**src/rtl/alu_arbiter.sv**
```systemverilog
// Round-robin arbiter sharing one combinational ALU between NUM_REQ requesters,
// with a single registered response slot that reloads on the drain cycle.

package alu_pkg;
  typedef enum logic [1:0] {
    OP_ADD = 2'd0,
    OP_SUB = 2'd1,
    OP_AND = 2'd2,
    OP_OR  = 2'd3
  } alu_op_e;
endpackage

module alu #(
  parameter int DATA_WIDTH = 32
) (
  input  logic [DATA_WIDTH-1:0] i_a,
  input  logic [DATA_WIDTH-1:0] i_b,
  input  alu_pkg::alu_op_e      i_op,
  output logic [DATA_WIDTH-1:0] o_y
);
  // ADD/SUB wrap modulo 2^DATA_WIDTH; no carry or overflow is produced.
  always_comb begin
    o_y = '0;
    unique case (i_op)
      alu_pkg::OP_ADD: o_y = i_a + i_b;
      alu_pkg::OP_SUB: o_y = i_a - i_b;
      alu_pkg::OP_AND: o_y = i_a & i_b;
      alu_pkg::OP_OR:  o_y = i_a | i_b;
      default:         o_y = '0;
    endcase
  end
endmodule

module alu_arbiter #(
  parameter int DATA_WIDTH = 32,
  parameter int NUM_REQ    = 4,
  parameter int ID_WIDTH   = $clog2(NUM_REQ)
) (
  input  logic                                 i_clk,
  input  logic                                 i_rst_n,
  input  logic [NUM_REQ-1:0]                   i_req_valid,
  output logic [NUM_REQ-1:0]                   o_req_ready,
  input  logic [NUM_REQ-1:0][DATA_WIDTH-1:0]   i_req_a,
  input  logic [NUM_REQ-1:0][DATA_WIDTH-1:0]   i_req_b,
  input  alu_pkg::alu_op_e [NUM_REQ-1:0]       i_req_op,
  output logic                                 o_rsp_valid,
  input  logic                                 i_rsp_ready,
  output logic [ID_WIDTH-1:0]                  o_rsp_id,
  output logic [DATA_WIDTH-1:0]                o_rsp_data
);

  logic                  r_rsp_valid;
  logic [ID_WIDTH-1:0]   r_rsp_id;
  logic [DATA_WIDTH-1:0] r_rsp_data;
  logic [ID_WIDTH-1:0]   r_rr_ptr;

  logic                  w_slot_free;
  logic [NUM_REQ-1:0]    w_grant;
  logic [ID_WIDTH-1:0]   w_grant_idx;
  logic [ID_WIDTH-1:0]   w_next_ptr;
  logic                  w_accept;
  int                    w_scan_idx;

  logic [DATA_WIDTH-1:0] w_alu_a;
  logic [DATA_WIDTH-1:0] w_alu_b;
  alu_pkg::alu_op_e      w_alu_op;
  logic [DATA_WIDTH-1:0] w_alu_y;

  assign w_slot_free = !r_rsp_valid || i_rsp_ready;

  // Scan from the highest offset down so the lowest offset from r_rr_ptr wins.
  always_comb begin
    w_grant     = '0;
    w_grant_idx = '0;
    w_scan_idx  = 0;
    if (i_rst_n && w_slot_free) begin
      for (int i = NUM_REQ - 1; i >= 0; i--) begin
        w_scan_idx = (int'(r_rr_ptr) + i) % NUM_REQ;
        if (i_req_valid[w_scan_idx]) begin
          w_grant              = '0;
          w_grant[w_scan_idx]  = 1'b1;
          w_grant_idx          = ID_WIDTH'(w_scan_idx);
        end
      end
    end
  end

  assign w_accept   = |(w_grant & i_req_valid);
  assign w_next_ptr = (w_grant_idx == ID_WIDTH'(NUM_REQ - 1)) ? '0
                                                              : w_grant_idx + ID_WIDTH'(1);

  assign w_alu_a  = i_req_a[w_grant_idx];
  assign w_alu_b  = i_req_b[w_grant_idx];
  assign w_alu_op = i_req_op[w_grant_idx];

  alu #(.DATA_WIDTH(DATA_WIDTH)) u_alu (
    .i_a  (w_alu_a),
    .i_b  (w_alu_b),
    .i_op (w_alu_op),
    .o_y  (w_alu_y)
  );

  // An accept takes priority over a drain, so a drain+accept cycle reloads the slot.
  always_ff @(posedge i_clk) begin
    if (!i_rst_n) begin
      r_rsp_valid <= 1'b0;
      r_rsp_id    <= '0;
      r_rsp_data  <= '0;
      r_rr_ptr    <= '0;
    end else if (w_accept) begin
      r_rsp_valid <= 1'b1;
      r_rsp_id    <= w_grant_idx;
      r_rsp_data  <= w_alu_y;
      r_rr_ptr    <= w_next_ptr;
    end else if (r_rsp_valid && i_rsp_ready) begin
      r_rsp_valid <= 1'b0;
    end
  end

  assign o_req_ready = w_grant;
  assign o_rsp_valid = r_rsp_valid;
  assign o_rsp_id    = r_rsp_id;
  assign o_rsp_data  = r_rsp_data;

endmodule
```
**config.mk**
```make
export PLATFORM = sky130hd
export DESIGN_NAME = alu_arbiter
export DESIGN_NICKNAME = d
export VERILOG_FILES = /design/src/rtl/alu_arbiter.sv
export SDC_FILE = /design/constraint.sdc
export NUM_CORES = 1
export LEC_CHECK = 0
export ABC_AREA = 1
export CAP_MARGIN = 25
export CORE_ASPECT_RATIO = 1.75
export CORE_UTILIZATION = 44
export CTS_BUF_LIST = sky130_fd_sc_hd__clkbuf_4 sky130_fd_sc_hd__clkbuf_8
export CTS_CLUSTER_DIAMETER = 40
export CTS_CLUSTER_SIZE = 10
export DETAILED_ROUTE_END_ITERATION = 8
export GPL_ROUTABILITY_DRIVEN = 0
export HOLD_SLACK_MARGIN = 0.08
export PLACE_DENSITY_LB_ADDON = 0.12
export SYNTH_ARGS = -nofsm -noshare
export SYNTH_HDL_FRONTEND = slang
export SYNTH_SLANG_ARGS = --single-unit
```
**constraint.sdc**
```tcl
create_clock -name i_clk -period 5.53 [get_ports i_clk]
set_input_delay 0.8295 -clock i_clk [delete_from_list [all_inputs] [get_ports i_clk]]
set_output_delay 0.8295 -clock i_clk [all_outputs]
set_load 0.005 [all_outputs]
```
# Word-level counts from Yosys, hierarchy flattened

Cells that the tools add are included.

Register bits: 37
Input bits: 271

Reduce and logical (&&, ||, !) cells: 14
Bitwise operators: 6
Add/subtract/negate cells: 6
Order comparisons: 9
Equal/unequal tests: 4
Muxes and demuxes: 39

Operator list:

| cell                                                 | number |
|---|---|
| binary-select mux 32 bit (select 2 bit)              | 2 |
| case mux 32 bit (4 select lines)                     | 1 |
| two-way mux 32 bit                                   | 2 |
| adder 32 bit                                         | 1 |
| AND 32 bit                                           | 1 |
| bitwise OR 32 bit                                    | 1 |
| subtractor 32 bit                                    | 1 |
| two-way mux 4 bit                                    | 5 |
| two-way mux 2 bit                                    | 7 |
| two-way mux 1 bit                                    | 13 |
| < comparator 3 x 4 -> 1 bit (second input constant)  | 3 |
| >= comparator 3 x 1 -> 1 bit (second input constant) | 3 |
| binary-select mux 1 bit (select 2 bit)               | 4 |
| demux 1 bit (select 2 bit)                           | 4 |
| equality test 2 bit (second input constant)          | 3 |
| logical AND 1 bit                                    | 6 |
| < comparator 2 x 3 -> 1 bit (second input constant)  | 2 |
| OR reduction 2 bit                                   | 3 |
| adder 2 x 1 -> 2 bit (second input constant)         | 2 |
| adder 2 bit (second input constant)                  | 2 |
| AND 4 bit                                            | 1 |
| binary-select mux 2 bit (select 2 bit)               | 1 |
| OR reduction 4 bit                                   | 1 |
| AND 1 bit (first input constant)                     | 3 |
| 6 further kinds                                      | 6 |

# Depth between registers and ports, before layout

Word-level depth: 15
Gate-level depth with buffers: 38
Depth with buffers taken out: 38

# By module

From an unflattened synthesis, not the netlist that was laid out.

Cells, all modules: 1522
Area, all modules: 8122.8 sq um

By module, submodules not included:

| module      | cells each | instances | area an instance (sq um) | seq. area each (sq um) |
|---|---|---|---|---|
| alu_arbiter | 705        | 1         | 4075.2                   | 740.7 |
| alu         | 817        | 1         | 4047.6                   | 0.0 |

# Worst setup path after synthesis

No wires, ideal clock.

Path kind: register to register
Start: reg r_rr_ptr[0]
End: reg r_rsp_data[29], in the netlist o_rsp_data[29]
Data arrival time: 4992 ps
Library setup time: 117 ps
Stages on the path, launching flop included: 35
Period minus slack after synthesis: 5109 ps
Buffers on the path: 2
Setup slack: 421 ps
Path through: dfxtp_1 -> inv_2 -> ha_1 -> inv_1 -> nand3_1 -> nand2_2 -> inv_2 -> nand2_1 -> nand2_1 -> nand2_1 -> nand2_4 -> nand2_4 -> buf_6 -> nand2_1 -> nand3_1 -> nand2_1 -> nor2_1 -> clkbuf_1 -> nor2_1 -> xor2_1 -> ha_1 -> nand3_1 -> nand2_1 -> a21oi_1 -> o21ai_0 -> a21oi_1 -> o21ai_0 -> a21oi_1 -> o21ai_0 -> nand3_1 -> nand3_1 -> xor2_1 -> nor2_1 -> nor2_1 -> nor2_1

Longest elaborated chain between the ends: 14

Ends and longest elaborated chain:

| element                                                                    | line | source |
|---|---|---|
| start: declaration                                                         | 55   | `logic [ID_WIDTH-1:0] r_rr_ptr;` |
| start signal: assignment                                                   | 114  | `r_rr_ptr <= w_next_ptr;` |
| parallel branches: the longest is 14 deep, another holds subtractor 32 bit | --   |  |
| end signal: assignment                                                     | 113  | `r_rsp_data <= w_alu_y;` |
| end: declaration                                                           | 54   | `logic [DATA_WIDTH-1:0] r_rsp_data;` |

Several ways; the timed one is not identified. The select of a mux whose other input is x is not followed.
A chain may end at the register's enable or synchronous reset.

# Worst setup path in the final report

Start: in i_req_valid[1]
End: reg r_rsp_data[30], in the netlist o_rsp_data[30]

Longest elaborated chain between the ends: 12

Ends and longest elaborated chain:

| element                                                                | line | source |
|---|---|---|
| start: declaration                                                     | 41   | `input logic [NUM_REQ-1:0] i_req_valid,` |
| binary-select mux 1 bit (select 2 bit)                                 | 79   | `if (i_req_valid[w_scan_idx]) begin` |
| two-way mux 1 bit (not written as such) (2 in series)                  | 79   |  |
| two-way mux 2 bit (4 in series)                                        | 79   |  |
| two-way mux 2 bit                                                      | 76   | `if (i_rst_n && w_slot_free) begin` |
| binary-select mux 32 bit (select 2 bit), or another cell as far along  | 92   | `assign w_alu_a = i_req_a[w_grant_idx];` |
| two-way mux 32 bit (not written as such), or another cell as far along | 92   |  |
| subtractor 32 bit, or another cell as far along                        | 26   | `alu_pkg::OP_SUB: o_y = i_a - i_b;` |
| case mux 32 bit (4 select lines)                                       | 24   | `unique case (i_op)` |

Several ways; a longest one is shown, not always the timed one. The select of a mux whose other input is x is not followed.

==> out/metrics.cfg <==
[status]
status=finished clean

[routing]
ant_nets=0
drtPass1Iterations=9
wire_per_inst_um=19.4
wl_um=35000
viasPerCell=5.85
via_count=10534
drc=0
dr.first_iter.drc_count=1053

[final_layout]
post_route_cells_drive_above_1_share_pct=11.3
syn_to_final_growth_pct=59.8
fill_cells=1421
final_nets=1925
fin_util_pct=72.2

[global_routing]
grt.overflow.total=0
grt_pass1_wl_um=52500
grt_usage_pct=41.4
grt_max_degree=57
grt_pass1_vias=10020
antenna_found_initial=4

[cts]
post-cts-setup-buffers=0
ctsHoldBuffers=0
cts.sinks=37
cts.htree.levels=2
cts_buffer_depth=2
cts_buffers=5
clk_pin_slew_worst_paths_ns=0.09
cts_tree=built
clockRootBuffer=clkbuf_8
post_cts_resized=0
clk_latency_ns=0.31

[critical_path]
critPathSlowestCell=clkdlybuf4s50_1
critPathKind=in -> reg
rrSetupSlack_ns=0.42
crit_start=i_req_valid[1]
arrival_ns=5.55
required_ns=5.78
crit_fanout=13
r2r_cells=34
timing.rr.end=o_rsp_data[30]$_SDFFE_PN0P_
max_stage_delay_ns=0.42
r2r-start=r_rr_ptr[1]$_SDFFE_PN0P_
worstSetupEndpoint=o_rsp_data[30]$_SDFFE_PN0P_
end_kind=register
critPathLaunchType=primary input
crit_top_cell=nand2_1

[floorplan]
die_x_um=97.3
ios=310
core_area_um2=15500
die_area_um2=16400
start_util_pct=45.2
die_h_um=169
rows=60

[logic_synthesis]
ys_ff_latch=37
synth_edf_count=0
yosysSeqAreaShare_pct=10.6
synth_fp_nets=1562
post_synth.cell_area_avg_um2=5.60
async_flop_share_pct=0
syn-cell-area_um2=6990
synth_area_leaders=nand2_1, nand3_1, dfxtp_1
ys_types=48
synthFlopType=dfxtp_1
ys_warn_count=0
synthCells=1248
synth_top_area_cell=nand2_1
synth_top_area_share_pct=17.7

[placed_design]
dpl.hpwl_um=28800
port_buffers=309

[timing]
skew_ns=0.00549
tightestPinTransition_ns=0.895
slew_headroom_pct=40.3
fin_crit_sh_pct=95.9
fin_crit_ns=5.31
timing.fmax_mhz=188
setup_viol=0
drv_slew=0
hold_violations=0

[flow_run]
drv_cap=0

[hold_path]
min_path_type=reg -> reg

[stage by stage]
stage / setup TNS [ns] / std cells / worst slack (ns) / area, um2 / hold slack [ns]
2_1_floorplan: 0 / 1248 / 0.421 / 6990 / 0.458
3_3_place_gp: -0.0187 / 1790 / -0.0187 / 10900 / 0.462
3_5_place_dp: -0.192 / 1790 / -0.0558 / 10900 / 0.463
4_1_cts: 0 / 1798 / 0.246 / 11000 / 0.475
5_1_grt: -0.221 / 1802 / -0.0839 / 11200 / 0.494
6_report: 0 / 1802 / 0.225 / 11200 / 0.472
[state kept, by name (all words and copies together) (netlist names)]
| register | cells |
|---|---|
| r_rr_ptr | 2 |
| o_rsp_valid | 1 |
| o_rsp_id | 2 |
| o_rsp_data | 32 |
[Yosys cell counts, types with 2 or more instances]
master    count
nand2_1     330
nand3_1     183
inv_1       118
o21ai_0     104
nor2_1       99
a21oi_1      89
ha_1         42
dfxtp_1      37
xor2_1       31
buf_2        30
clkbuf_1     24
xnor2_1      15
o211ai_1     13
o221ai_1     11
o32ai_1      10
buf_4         9
a32o_1        8
inv_2         8
a31oi_1       7
nor3_1        7
a211oi_1      5
nand2_2       5
o21ai_1       5
o32ai_2       5
or2_2         5
a41oi_1       4
buf_1         4
nand4_1       4
o21a_1        4
buf_6         3
o21ai_2       3
o21bai_1      3
o31ai_1       3
a21o_1        2
a32oi_1       2
nand2_4       2
nor2_2        2
nor4_1        2
[final cells by class]
cell class	count	area (um2)	area share [%]
Multi-Input combinational cell	1014	5540	49.6
Timing Repair Buffer	426	4050	36.3
Sequential cell	37	741	6.63
Inverter	127	482	4.31
Tap cell	186	233	2.08
Clock buffer	5	68.8	0.616
Clock inverter	3	46.3	0.414
Antenna cell	4	10.0	0.0896
[per-layer routing]
| layer | vias up | GRT usage (%) | wire length [um] |
|---|---|---|---|
| met5 | - | 0 | 0 |
| met4 | 0 | 38.2 | 3910 |
| met3 | 216 | 6.61 | 3290 |
| met2 | 687 | 70.5 | 16200 |
| met1 | 4698 | 43.2 | 11600 |
| li1 | 4933 | - | - |
[critical path: cells and delay by family]
family	cells	cell delay, ns
buffers and inverters	8	1.25
AND/OR/NAND/NOR	17	1.81
XOR/XNOR	2	0.48
adder cells (fa/ha/maj)	1	0.28
AO/OA/AOI/OAI	6	0.88
[placed cells by master, fill, tap and decap left out, types with 3 or more instances in the layout]
master	instances
clkdlybuf4s50_1	309
buf_12	5
nand2_2	10
inv_1	118
nor2_1	99
nand4_1	4
o221ai_1	11
o211ai_1	13
nand3_1	183
o21bai_1	3
clkbuf_8	5
buf_4	108
a21oi_1	84
a31oi_1	7
nand2_1	325
o32ai_1	10
o21ai_0	102
diode_2	4
buf_6	3
inv_2	7
a21oi_2	5
xor2_1	30
or2_2	5
nor3_1	6
a211oi_1	5
a32o_1	8
ha_1	40
o21ai_2	5
o21ai_1	5
dfxtp_1	37
o21a_1	4
o32ai_2	5
xnor2_1	14
[worst min-delay path by stage]
stage / cells past startpoint / end / from / slack (ns)
final: 2 / o_rsp_id[0]$_SDFFE_PN0P_ / o_rsp_id[0]$_SDFFE_PN0P_ / 0.47
after detailed placement: 2 / o_rsp_id[0]$_SDFFE_PN0P_ / o_rsp_id[0]$_SDFFE_PN0P_ / 0.46
after global placement: 2 / o_rsp_id[0]$_SDFFE_PN0P_ / o_rsp_id[0]$_SDFFE_PN0P_ / 0.46
after global routing: 2 / o_rsp_id[0]$_SDFFE_PN0P_ / o_rsp_id[0]$_SDFFE_PN0P_ / 0.49
after CTS: 2 / o_rsp_id[0]$_SDFFE_PN0P_ / o_rsp_id[0]$_SDFFE_PN0P_ / 0.47
after floorplan: 2 / o_rsp_id[0]$_SDFFE_PN0P_ / o_rsp_id[0]$_SDFFE_PN0P_ / 0.46
[logic make-up (layout without fill, tap and decap cells)]
kind of cell	after synthesis	after routing	share of synthesized area (%)
simple gates	644	644	39.4
compound gates	281	281	24.5
buf+inv	197	561	11.9
xor+xnor	46	46	5.77
fa+ha+maj	43	43	7.81
flops	37	37	10.6
other cells	0	4	0
Power is left out: the tool's default activity adds up to more than one toggle a clock period on the data nets, which glitch-free logic cannot reach.
